**src/rtl/pipe_sequencer.sv**
```systemverilog
`default_nettype none
//============================================================================
// Module   : pipe_sequencer
// Brief    : Pipeline control sequencer. Produces per-stage write enables and
//            flush controls from hazard, branch, memory-busy and halt inputs.
//            Controls are combinational from the registered state and the
//            current inputs, so a stall takes effect in the same cycle.
//            Optional macro PIPE_PERF_CNT_EN compiles in the saturating
//            stall_cycles / flush_count performance counters; without it
//            both outputs are tied to zero.
// Revision : 1.0 - initial release
//============================================================================
module pipe_sequencer #(
    parameter int STALL_MAX    = 4,
    parameter int DRAIN_CYCLES = 3
) (
    input  logic        clk,
    input  logic        rst_n,
    input  logic        hazard,
    input  logic        br_taken,
    input  logic        mem_busy,
    input  logic        halt_req,
    input  logic        resume,
    output logic        pc_we,
    output logic        if_id_we,
    output logic        id_ex_we,
    output logic        ex_mem_we,
    output logic        if_id_flush,
    output logic        id_ex_flush,
    output logic        halted,
    output logic        stall_err,
    output logic [15:0] stall_cycles,
    output logic [15:0] flush_count
);

    localparam int c_STALL_W = $clog2(STALL_MAX + 1) + 1;
    localparam int c_DRAIN_W = (DRAIN_CYCLES < 2) ? 1 : $clog2(DRAIN_CYCLES + 1);

    localparam logic [c_STALL_W-1:0] c_STALL_LIM  = c_STALL_W'(STALL_MAX + 1);
    localparam logic [c_DRAIN_W-1:0] c_DRAIN_LOAD = c_DRAIN_W'(DRAIN_CYCLES);
    localparam logic [c_DRAIN_W-1:0] c_DRAIN_ONE  = c_DRAIN_W'(1);

    localparam logic [1:0] c_S_RUN    = 2'd0;
    localparam logic [1:0] c_S_FLUSH  = 2'd1;
    localparam logic [1:0] c_S_DRAIN  = 2'd2;
    localparam logic [1:0] c_S_HALTED = 2'd3;

    logic [1:0]           r_state;
    logic [1:0]           w_next_state;
    logic [c_STALL_W-1:0] r_stall_cnt;
    logic [c_STALL_W-1:0] w_stall_cnt_nxt;
    logic [c_DRAIN_W-1:0] r_drain_cnt;
    logic [c_DRAIN_W-1:0] w_drain_cnt_nxt;
    logic                 r_stall_err;
    logic                 w_hazard_stall;
    logic                 w_frozen;

    // Memory-busy freezes every state except HALTED, where it is ignored
    assign w_frozen  = mem_busy && (r_state != c_S_HALTED);
    assign halted    = (r_state == c_S_HALTED);
    assign stall_err = r_stall_err;

    // Next-state, stage controls and drain-counter update
    always_comb begin
        w_next_state    = r_state;
        w_drain_cnt_nxt = r_drain_cnt;
        w_hazard_stall  = 1'b0;
        pc_we           = 1'b0;
        if_id_we        = 1'b0;
        id_ex_we        = 1'b0;
        ex_mem_we       = 1'b0;
        if_id_flush     = 1'b0;
        id_ex_flush     = 1'b0;
        case (r_state)
            c_S_RUN, c_S_FLUSH: begin
                if (mem_busy) begin
                    // whole pipe frozen; defaults already hold everything
                end else if (br_taken) begin
                    pc_we        = 1'b1;
                    if_id_we     = 1'b1;
                    id_ex_we     = 1'b1;
                    ex_mem_we    = 1'b1;
                    if_id_flush  = 1'b1;
                    id_ex_flush  = 1'b1;
                    w_next_state = c_S_FLUSH;
                end else if (r_state == c_S_FLUSH) begin
                    // Stages already hold bubbles, so hazard/halt wait a cycle
                    pc_we        = 1'b1;
                    if_id_we     = 1'b1;
                    id_ex_we     = 1'b1;
                    ex_mem_we    = 1'b1;
                    w_next_state = c_S_RUN;
                end else if (hazard) begin
                    id_ex_we       = 1'b1;
                    id_ex_flush    = 1'b1;
                    ex_mem_we      = 1'b1;
                    w_hazard_stall = 1'b1;
                end else if (halt_req) begin
                    if_id_we        = 1'b1;
                    id_ex_we        = 1'b1;
                    ex_mem_we       = 1'b1;
                    if_id_flush     = 1'b1;
                    w_next_state    = c_S_DRAIN;
                    w_drain_cnt_nxt = c_DRAIN_LOAD;
                end else begin
                    pc_we     = 1'b1;
                    if_id_we  = 1'b1;
                    id_ex_we  = 1'b1;
                    ex_mem_we = 1'b1;
                end
            end
            c_S_DRAIN: begin
                if (!mem_busy) begin
                    if_id_we        = 1'b1;
                    id_ex_we        = 1'b1;
                    ex_mem_we       = 1'b1;
                    if_id_flush     = 1'b1;
                    w_drain_cnt_nxt = r_drain_cnt - c_DRAIN_ONE;
                    if (r_drain_cnt <= c_DRAIN_ONE) begin
                        w_next_state    = c_S_HALTED;
                        w_drain_cnt_nxt = '0;
                    end
                end
            end
            c_S_HALTED: begin
                if (resume) begin
                    w_next_state = c_S_RUN;
                end
            end
            default: begin
                w_next_state = c_S_RUN;
            end
        endcase
    end

    // Consecutive-hazard run length: hold while frozen, saturate at the limit
    always_comb begin
        w_stall_cnt_nxt = '0;
        if (w_frozen) begin
            w_stall_cnt_nxt = r_stall_cnt;
        end else if (w_hazard_stall) begin
            w_stall_cnt_nxt = (r_stall_cnt == c_STALL_LIM) ? r_stall_cnt
                                                          : r_stall_cnt + 1'b1;
        end
    end

    // State, counters and sticky stall error
    always_ff @(posedge clk or negedge rst_n) begin
        if (!rst_n) begin
            r_state     <= c_S_RUN;
            r_stall_cnt <= '0;
            r_drain_cnt <= '0;
            r_stall_err <= 1'b0;
        end else begin
            r_state     <= w_next_state;
            r_stall_cnt <= w_stall_cnt_nxt;
            r_drain_cnt <= w_drain_cnt_nxt;
            if (w_stall_cnt_nxt == c_STALL_LIM) begin
                r_stall_err <= 1'b1;
            end
        end
    end

`ifdef PIPE_PERF_CNT_EN
    logic [15:0] r_stall_cycles;
    logic [15:0] r_flush_count;
    logic        w_flush_evt;

    assign w_flush_evt = ((r_state == c_S_RUN) || (r_state == c_S_FLUSH))
                         && !mem_busy && br_taken;

    // Saturating performance counters
    always_ff @(posedge clk or negedge rst_n) begin
        if (!rst_n) begin
            r_stall_cycles <= '0;
            r_flush_count  <= '0;
        end else begin
            if (!pc_we && (r_state != c_S_HALTED) && (r_stall_cycles != 16'hFFFF)) begin
                r_stall_cycles <= r_stall_cycles + 16'd1;
            end
            if (w_flush_evt && (r_flush_count != 16'hFFFF)) begin
                r_flush_count <= r_flush_count + 16'd1;
            end
        end
    end

    assign stall_cycles = r_stall_cycles;
    assign flush_count  = r_flush_count;
`else
    assign stall_cycles = 16'd0;
    assign flush_count  = 16'd0;
`endif

endmodule
`default_nettype wire

```
**config.mk**
```make
export PLATFORM = sky130hd
export DESIGN_NAME = pipe_sequencer
export DESIGN_NICKNAME = d
export VERILOG_FILES = /design/src/rtl/pipe_sequencer.sv
export SDC_FILE = /design/constraint.sdc
export NUM_CORES = 1
export LEC_CHECK = 0
export ABC_AREA = 1
export CAP_MARGIN = 20
export CORE_UTILIZATION = 39
export CTS_CLUSTER_SIZE = 28
export DETAILED_ROUTE_END_ITERATION = 8
export PLACE_DENSITY = 0.79
export RECOVER_POWER = 25
export SETUP_SLACK_MARGIN = 0.05
export SYNTH_ARGS = -nofsm -noshare
export SYNTH_HDL_FRONTEND = slang
export SYNTH_SLANG_ARGS = --single-unit
```
**constraint.sdc**
```tcl
create_clock -name clk -period 1.7 [get_ports clk]
set_clock_uncertainty 0.05 [all_clocks]
set_input_delay 0.51 -clock clk [delete_from_list [all_inputs] [get_ports clk]]
set_output_delay 0.51 -clock clk [all_outputs]
set_load 0.02 [all_outputs]
```
After elaboration in Yosys (flattened, before gate mapping):

Cells that the tools add are included.

* register bits: 9
* input port bits: 7
* output and inout bits: 40
* logic and storage cells: 77

* add/sub/neg operators: 2
* $lt $le $gt $ge: 1
* eq/ne operators: 16
* mux-type cells: 47
* reductions and logical operators: 7

Operators with widths (number)
* $mux 2: 15
* $mux 1: 25
* $ne 2x2->1 const B: 9
* $mux 4: 3
* $eq 4x3->1 const B: 2
* $ne 4x4->1 const B: 2
* $reduce_and 7->1: 1
* $pmux 2 s3: 1
* $reduce_and 6->1: 1
* $add 4x1->4 const B: 1
* $eq 2x2->1 const B: 2
* $pmux 1 s2: 2
* $pmux 2 s2: 1
* $reduce_or 3->1: 1
* $eq 2x1->1 const B: 1
* $le 2x1->1 const B: 1
* $logic_not 2->1: 1
* $reduce_bool 2->1: 1
* $reduce_or 2->1: 1
* $sub 2x1->2 const B: 1
* $logic_and 1x1->1: 1

Longest topological paths before layout:

Gate-level depths: netlist of the first run.

* depth in word-level cells: 8
* mapped depth: 11
* gate-level depth less buffers: 11

Least setup slack after synthesis of the first run:

No wires, ideal clock.

* kind: register to output
* start: reg r_state[1]
* end: out if_id_flush
* data arrival time: 1522 ps
* required time: 1140 ps
* slack: -382 ps
* cell stages (with the launch flop): 7
* buffers on the path: 1
* path through: dfrtp_1 buf_4 nand2_4 inv_1 nor2_1 inv_1 a21oi_1

* cells in the longest elaborated chain, start to end: 5
* elaborated cells between the ends (all ways): 8
* those cells by class: eq/ne: 2; mux: 4; reduce/logical: 2

Ends and longest elaborated chain
* from (decl): RTL line 48 `logic [1:0] r_state;`
* from (signal assigned): RTL line 150 `r_state <= c_S_RUN;`
* from (signal assigned): RTL line 155 `r_state <= w_next_state;`
* $eq 2x1->1: RTL line 74, 86
* $mux 1: RTL line 86 `end else if (r_state == c_S_FLUSH) begin`
* $mux 1: RTL line 78 `end else if (br_taken) begin`
* $mux 1: RTL line 76 `if (mem_busy) begin`
* $pmux 1 s2 (*): RTL line 74 `case (r_state)`
* to (decl): RTL line 28 `output logic if_id_flush,`

Mark *: on every way between the ends. The rest lies on a longest branch, timed or not.

Worst setup path after layout of the first run:

* start: reg r_state[0]
* end: out if_id_we

* cells in the longest elaborated chain, start to end: 5
* elaborated cells between the ends (all ways): 8
* those cells by class: eq/ne: 2; mux: 4; reduce/logical: 2

Ends and longest elaborated chain
* $eq 2x1->1: RTL line 74, 86
* $mux 1: RTL line 86
* $mux 1: RTL line 78
* $mux 1: RTL line 76
* $pmux 1 s2 (*): RTL line 74
* to (decl): RTL line 25 `output logic if_id_we,`

Marked as above.

==> impl_metrics.csv, run 1 <==
group,metric,value,unit
min_path,hold_end,"stall_err",
routing,routed_via_density,4.13,
grt,grt_antenna_before_repair,0,
synth,ys_warn_count,0,
die,die_area,2510,um2
critical_path,crit_slowest_cell,"dfrtp_2",
cts,ctsHtreeMaxLevel,1,
min_path,hold_class,"reg -> reg",
min_path,hp-start,"stall_err",
critical_path,ff2ff_setup_slack,0.12,ns
place,pre_cts_slack,-0.865,ns
critical_path,timing.rr.end,"stall_err",
critical_path,critPathMaxStageDelay,0.44,ns
critical_path,crit_arrival,1.30,ns
min_path,holdPathStages,2,
routing,final_antenna_net_count,0,
synth,synth_area_leaders,"buf_4 (28%), dfrtp_1 (25%), nand2_1 (13%), inv_1 (8.8%), nand3_1 (5.6%)",
cts,cts.hold.buffers_added,0,
job,maxCapViolCount,0,
grt,grt_busiest_layer,"met2",
place,routabilityCongestion,0.841,
timing,slew_violations,0,
critical_path,end_kind,"output pin",
timing,min_period_over_period,1.09,
routing,dr.pass1.iters,4,
critical_path,crit_fanout,4,
critical_path,crit_chain,"nand2_4, clkinvlp_4, nor2_4, inv_2, a21oi_4, buf_6",
routing,drtIter0Drc,14,
grt,use_met3,0.0494,
grt,grt_first_pass_wirelength,2710,um
die,core-area,2190,um2
cts,numCtsBuffers,3,
timing,hold_violations,0,
routing,vias,797,
die,rows,17,
timing,rsz0062_at_grt,"true",
synth,syn_inst,132,
timing,finalSetupViolations,7,
grt,grt.met2_usage,0.271,
die,die_y,50.1,um
die,io_pins,47,
synth,syn_area,901,um2
routing,drc_errors,0,
synth,yosysTopAreaCell,"buf_4",
cells_and_area,diodes,0,
die,initial_core_util,0.411,
grt,grt_use_total,0.142,
power_and_ir_drop,power_density,1210,nW/um2
routing,wl,1660,um
timing,tns,-0.771,ns
critical_path,worst_ep_required_time,1.14,ns
place,hpwl,1350,um
grt,grt_max_degree,10,
cells_and_area,final_nets,175,
cells_and_area,drive_above_1_share,0.279,
outcome,violations,"setup timing",
synth,ys_ff_latch,9,
cells_and_area,post-route-util,0.521,
cells_and_area,synthToLayoutAreaGrowth,26.8,%
critical_path,cp-start-kind,"flop",
cts,cts.sinks,9,
cts,clk_latency,0.25,ns
cells_and_area,layout_common_cells,"conb_1 (32), nand2_1 (28), buf_4 (18)",
grt,grt_overflow,0,
grt,use_met1,0.144,
critical_path,cp_top_family,"flip-flops",
timing,fmax,538,MHz
routing,wl_per_cell,8.60,um
critical_path,path_buf_inv,3,
critical_path,worstRegToRegCells,12,
synth,synth.avg_cell_area,6.82,um2
timing,whs,0.410,ns
power_and_ir_drop,leakage,0.656,nW
grt,grt_pass1_vias,705,
timing,setup_ws,-0.160,ns
critical_path,path_class,"reg -> out",
timing,post-route-min-period,1.86,ns
synth,synth_top_area_frac,0.283,
cts,clkTransAtPathRegs,0.06,ns
synth,synth-seq-area-share,0.250,
cts,cts_tree,"yes",
cells_and_area,final_common_cell,"conb_1",
cts,cts_max_path_buffers,2,
die,fp.dieW,50.1,um
place,port_buffers,14,
power_and_ir_drop,ir_drop,0.000544,V
cts,clock-root-buffer,"clkbuf_4",
synth,synth_cell_types,19,
outcome,status,"finished with violations",
critical_path,r2r_start,"r_state[1]",
[worst max path at each step]
stage | depth (start not counted) | endpoint | slack, ns | start
after floorplan | 6 | if_id_flush | -0.06 | r_state[1]
after global placement | 6 | pc_we | -0.84 | br_taken
after detailed placement | 6 | pc_we | -0.86 | br_taken
after CTS | 6 | if_id_we | -0.17 | r_state[0]
after global routing | 6 | if_id_we | -0.24 | r_state[0]
final | 6 | if_id_we | -0.16 | r_state[0]
[worst register-to-register path: cells and delay by family, from the launching register on]
kind	cells	cell delay [ns]
simple gates	8	0.59
buf+inv	4	0.43
flops	1	0.42
[layer usage]
metal	vias up	share of wire
met5	-	0
met4	0	0
met3	0	0.046
met2	22	0.58
met1	368	0.38
li1	407	-
[final cells by class]
type                            count  area (um2)
Sequential cell                     9         226
Timing Repair Buffer               32         267
Multi-Input combinational cell     98         502
Fill cell                         203        1050
Tap cell                           28        35.0
Inverter                           22        86.3
Clock buffer                        4        26.3
[power breakdown]
part / switching (W) / internal, W / total, W
clock network: 0.0000693 / 0.0000901 / 0.000159
registers: 0.0000812 / 0.000283 / 0.000364
logic: 0.000480 / 0.000377 / 0.000857
[synth_stat cells]
cell       count
a21oi_1        5
conb_1         1
nand2_1       30
nor2_1         4
inv_2          1
nand3_2        1
o2111ai_1      1
o211ai_1       1
nand4_1        1
ha_1           2
nor3_1         1
nor2_4         1
o21ai_1        3
nand2_4        2
o21ai_0        4
buf_4         34
inv_1         21
dfrtp_1        9
nand3_1       10
[sequential cells by signal (all words and copies together), names as in the netlist]
name and cells:
r_drain_cnt 2, stall_err 1, r_state 2, r_stall_cnt 4
[stage by stage]
stage,power (W),instances,cell area (um2)
after global routing,0.00150,193,1140
after detailed placement,0.00117,185,1080
final,0.00138,193,1140
after global placement,0.00114,185,1080
after CTS,0.00134,191,1120
after floorplan,0.000928,163,1060
[logic make-up (layout without fill, tap and decap cells)]
kind of cell / Yosys count / after routing / synth area share
other cells: 1 / 32 / 0.00416
buf+inv: 56 / 58 / 0.375
simple gates: 50 / 50 / 0.258
flops: 9 / 9 / 0.250
fa+ha+maj: 2 / 2 / 0.0278
compound gates: 14 / 14 / 0.0847
[what timing repair did]
item / in CTS / in global routing
gates cloned: 0 / 0
endpoints found under the setup margin: 10 / 8
pin swaps: 0 / 5
setup buffers: 2 / 2
gates resized for setup: 46 / 7
Power figures use the tool's default switching activity.
==> inputs of run 2 (changes only) <==
--- a/config.mk
+++ b/config.mk
@@ -7,6 +7,7 @@
 export LEC_CHECK = 0
 export ABC_AREA = 1
 export CAP_MARGIN = 20
+export CORE_ASPECT_RATIO = 1.25
 export CORE_UTILIZATION = 39
 export CTS_CLUSTER_SIZE = 28
 export DETAILED_ROUTE_END_ITERATION = 8
==> run 2 against run 1 <==
Effect of this change: the flow finishes with violations (DRC, setup timing); hold slack improved by 0.0032 ns; combinational power up 2%; global-route usage rose by 0.55 points; total power grew 2.1%; count of clock-buffer cells in the layout did not move; final cell count up 2.1%; fmax up 0.46%; die area about the same; largest power group unchanged.
==> impl_metrics.csv, run 2 (same netlist as run 1, synthesis figures left out) <==
group,metric,value,unit
timing,slew_violations,0,
cts,cts_tree,"yes",
routing,wl,1690,um
power_and_ir_drop,total_power,0.00141,W
cts,numCtsBuffers,3,
cts,cts.sinks,9,
critical_path,r2r_start,"r_state[1]",
critical_path,timing.rr.end,"stall_err",
routing,wl_per_cell,8.58,um
critical_path,path_class,"reg -> out",
place,port_buffers,14,
critical_path,end_kind,"output pin",
die,core-area,2190,um2
grt,grt_use_total,0.147,
cts,cts.hold.buffers_added,0,
power_and_ir_drop,leakage,0.659,nW
outcome,violations,"DRC, setup timing",
cells_and_area,drive_above_1_share,0.289,
cells_and_area,final_common_cell,"conb_1",
timing,min_period_over_period,1.09,
timing,finalSetupViolations,7,
place,hpwl,1390,um
place,routabilityCongestion,0.906,
critical_path,worst_ep_required_time,1.14,ns
outcome,status,"finished with violations",
grt,grt_antenna_before_repair,0,
cells_and_area,diodes,0,
timing,fmax,540,MHz
grt,grt_busiest_layer,"met2",
cells_and_area,synthToLayoutAreaGrowth,28.5,%
die,die_area,2510,um2
place,place_area,1100,um2
cts,clock-root-buffer,"clkbuf_4",
grt,grt.met2_usage,0.277,
min_path,holdPathStages,2,
cts,clk_latency,0.26,ns
grt,grt_overflow,0,
cells_and_area,reg_top3,"r_stall_cnt x4, r_drain_cnt x2, r_state x2",
cells_and_area,layout_common_cells,"conb_1 (32), nand2_1 (27), buf_4 (20)",
job,maxCapViolCount,0,
routing,final_antenna_net_count,0,
timing,hold_violations,0,
critical_path,ff2ff_setup_slack,0.17,ns
cells_and_area,post-route-util,0.529,
die,rows,19,
power_and_ir_drop,ir_drop,0.000593,V
die,fp.dieW,45.0,um
routing,vias,783,
die,io_pins,47,
critical_path,crit_arrival,1.29,ns
power_and_ir_drop,power_density,1220,nW/um2
cts,ctsHtreeMaxLevel,1,
timing,setup_ws,-0.152,ns
routing,drtIter0Drc,17,
grt,use_met3,0.0292,
cells_and_area,largest_register_ffs,4,
critical_path,worstRegToRegCells,10,
min_path,hold_end,"stall_err",
cells_and_area,finalInstanceArea,1160,um2
routing,dr.pass1.iters,6,
cts,clkTransAtPathRegs,0.06,ns
min_path,hold_class,"reg -> reg",
critical_path,crit_fanout,4,
grt,grt_pass1_vias,705,
min_path,hp-start,"stall_err",
grt,use_met1,0.150,
critical_path,cp-start-kind,"flop",
routing,drc_errors,2,
timing,post-route-min-period,1.85,ns
cts,cts_max_path_buffers,2,
routing,routed_via_density,3.97,
timing,whs,0.413,ns
cells_and_area,regMostFlops,"r_stall_cnt",
timing,rsz0062_at_grt,"true",
grt,grt_max_degree,10,
die,initial_core_util,0.412,
die,die_y,55.7,um
place,pre_cts_slack,-0.863,ns
grt,grt_first_pass_wirelength,2760,um
cells_and_area,final_nets,176,
-- run 2: how the worst max path moves through the flow --
stage	slack (ns)	cells after the start	endpoint	startpoint
after CTS	-0.15	6	if_id_flush	r_state[1]
after global placement	-0.87	6	pc_we	br_taken
after global routing	-0.22	6	if_id_we	r_state[1]
after floorplan	-0.06	6	if_id_flush	r_state[1]
after detailed placement	-0.86	6	pc_we	br_taken
final	-0.15	6	if_id_we	r_state[1]
-- run 2: power breakdown --
group | internal, W | total, W | switching (W)
Clock | 0.0000902 | 0.000161 | 0.0000708
Sequential | 0.000285 | 0.000373 | 0.0000873
Combinational | 0.000396 | 0.000876 | 0.000480
-- run 2: final cells by class --
class	count	area (um2)
repair buffers	33	279
well taps	31	38.8
clock buffers	4	26.3
multi-input cells	98	499
inverters	22	86.3
flip-flops and latches	9	228
fillers	218	1030
-- run 2: per-layer routing --
metal / vias to the layer above / part of all wire
li1: 410 / -
met1: 349 / 0.39
met2: 24 / 0.57
met5: - / 0
met3: 0 / 0.036
met4: 0 / 0
-- run 2: repair_timing --
action                     CTS  global route
buffers inserted             2             1
setup endpoints to repair   10             8
pin swaps                    3             0
gates resized for setup     50             6
-- run 2: worst max-delay path: stages (launching register included) --
cell and delay [ns]:
dfrtp_2 0.44, nand2_4 0.09, clkinvlp_4 0.10, nor2_4 0.10, inv_2 0.07, a21oi_4 0.11, buf_6 0.13
-- run 2: stage by stage --
step,instances,setup TNS (ns)
global placement,190,-6.30
finish,197,-0.699
global route,197,-1.14
CTS,196,-0.788
floorplan,163,-0.124
detailed placement,190,-6.52
==> inputs of run 3 (changes only) <==
--- a/config.mk
+++ b/config.mk
@@ -6,7 +6,7 @@
 export NUM_CORES = 1
 export LEC_CHECK = 0
 export ABC_AREA = 1
-export CAP_MARGIN = 20
+export CAP_MARGIN = 15
 export CORE_ASPECT_RATIO = 1.25
 export CORE_UTILIZATION = 39
 export CTS_CLUSTER_SIZE = 28
==> constraint.sdc (replaced) <==
create_clock -name clk -period 1.8 [get_ports clk]
set_clock_uncertainty 0.05 [all_clocks]
set_input_delay 0.54 -clock clk [delete_from_list [all_inputs] [get_ports clk]]
set_output_delay 0.54 -clock clk [all_outputs]
set_load 0.02 [all_outputs]
==> run 3 against run 2 <==
Effect of this change: the flow still finishes with violations (DRC, setup timing); routed wire length grew 6.9%; via count grew 6.1%; final cell count grew 0.51%; sequential share of layout area shrank 0.36 points; total power shrank 5.6%; design area grew 1.8%; non-clock buffer count grew 1; sequential cell count is the same; combinational power shrank 5.5%; sequential power shrank 5%; core utilization grew 0.97 points; highest routed layer is now met4.
==> impl_metrics.csv, run 3 (same netlist as run 1, synthesis figures left out) <==
group,metric,value,unit
cts,numCtsBuffers,3,
critical_path,path_depth,6,
routing,vias,831,
grt,grt_pass1_vias,749,
critical_path,timing.rr.end,"stall_err",
cells_and_area,final_nets,177,
cts,ctsHtreeMaxLevel,1,
cells_and_area,synthToLayoutAreaGrowth,30.8,%
critical_path,ff2ff_setup_slack,0.28,ns
critical_path,crit_fanout,4,
cells_and_area,final_common_cell,"conb_1",
routing,dr.pass1.iters,6,
cells_and_area,drive_above_1_share,0.323,
routing,wl_per_cell,9.13,um
critical_path,critPathMaxStageDelay,0.45,ns
cts,cts.sinks,9,
die,io_pins,47,
outcome,status,"finished with violations",
routing,wl,1810,um
outcome,violations,"DRC, setup timing",
timing,finalSetupViolations,5,
critical_path,endpoint,"if_id_we",
cells_and_area,regMostFlops,"r_stall_cnt",
critical_path,worstRegToRegCells,10,
routing,drtIter0Drc,15,
cells_and_area,reg_top3,"r_stall_cnt x4, r_drain_cnt x2, r_state x2",
cells_and_area,post-route-util,0.539,
critical_path,cp_top_family,"flip-flops",
critical_path,r2r_start,"r_state[1]",
timing,slew_violations,0,
die,die_area,2510,um2
routing,drc_errors,2,
timing,rsz0062_at_grt,"true",
critical_path,cp-startpoint,"r_state[0]",
critical_path,crit_chain,"nand2_4, clkinvlp_4, nor2_4, inv_2, a21oi_4, buf_6",
cells_and_area,n_fill_cell,205,
grt,grt_max_degree,10,
cells_and_area,diodes,0,
job,maxCapViolCount,0,
grt,grt_antenna_before_repair,0,
grt,grt_use_total,0.144,
cells_and_area,seqCellArea,228,um2
place,place_area,1090,um2
cells_and_area,finalInstanceArea,1180,um2
critical_path,end_kind,"output pin",
cells_and_area,fin_cells,198,
die,initial_core_util,0.412,
grt,grt_first_pass_wirelength,2750,um
cts,cts_tree,"yes",
min_path,hold_class,"reg -> reg",
timing,min_period_over_period,1.04,
critical_path,path_buf_inv,3,
power_and_ir_drop,ir_drop,0.000449,V
place,port_buffers,14,
die,fp.dieW,45.0,um
timing,fmax,535,MHz
place,post-place-cells,189,
cells_and_area,multi_input_area,524,um2
die,rows,19,
critical_path,path_class,"reg -> out",
die,die_y,55.7,um
routing,routed_via_density,4.20,
cts,clk_latency,0.25,ns
die,core-area,2190,um2
cts,cts.hold.buffers_added,0,
place,routabilityCongestion,0.904,
place,hpwl,1340,um
timing,whs,0.413,ns
timing,setup_ws,-0.0676,ns
cells_and_area,largest_register_ffs,4,
cts,clkTransAtPathRegs,0.06,ns
critical_path,crit_arrival,1.28,ns
critical_path,worst_ep_required_time,1.21,ns
cells_and_area,layout_common_cells,"conb_1 (32), nand2_1 (26), buf_4 (21)",
timing,hold_violations,0,
critical_path,cp-start-kind,"flop",
cts,clock-root-buffer,"clkbuf_4",
timing,post-route-min-period,1.87,ns
routing,final_antenna_net_count,0,
power_and_ir_drop,power_density,1130,nW/um2
power_and_ir_drop,total_power,0.00133,W
power_and_ir_drop,leakage,0.664,nW
grt,grt_overflow,0,
critical_path,crit_slowest_cell,"dfrtp_2",
cts,cts_max_path_buffers,2,
[run 3: what timing repair did]
item                                    in CTS  in global routing
resized for setup                           53                  7
endpoints found under the setup margin      10                  9
setup buffers                                5                  0
pin swaps                                    3                  1
[run 3: worst reg2reg max path, cell delays in order (launching register included)]
cell     delay (ns)
dfrtp_2        0.44
buf_4          0.18
nor2_4         0.13
buf_4          0.13
nand3_2        0.09
nand2_1        0.09
nand3_1        0.09
nand2_1        0.08
inv_1          0.04
nand2_1        0.05
nand2_1        0.04
[run 3: stage by stage]
step | worst slack [ns] | TNS (ns)
5_1_grt | -0.137 | -0.621
3_5_place_dp | -0.816 | -5.74
6_report | -0.0676 | -0.190
3_3_place_gp | -0.824 | -5.43
4_1_cts | -0.0846 | -0.270
2_1_floorplan | 0.00797 | 0
[run 3: where the power goes]
group / internal, W / switching [W] / leakage (nW)
combinational: 0.000355 / 0.000473 / 0.541
sequential: 0.000270 / 0.0000840 / 0.108
clock: 0.0000850 / 0.0000639 / 0.0150
[run 3: worst min path at each step]
stage / slack, ns / cells past startpoint / to / start
finish: 0.41 / 2 / stall_err / stall_err
global route: 0.43 / 2 / stall_err / stall_err
CTS: 0.42 / 2 / stall_err / stall_err
detailed placement: 0.41 / 2 / stall_err / stall_err
global placement: 0.40 / 2 / stall_err / stall_err
floorplan: 0.19 / 0 / r_drain_cnt[0] / rst_n
[run 3: layer usage]
layer	vias to the layer above	track usage	part of all wire
li1	410	-	-
met3	2	0.0325	0.051
met2	38	0.244	0.56
met1	381	0.156	0.38
met4	0	0.0823	0.013
met5	-	0	0
[run 3: area by class of cell]
class,instances,share of cell area
multi-input combinational,98,0.445
tap,31,0.0329
inverter,22,0.0732
clock buffer,4,0.0223
timing repair buffer,34,0.234
sequential,9,0.193
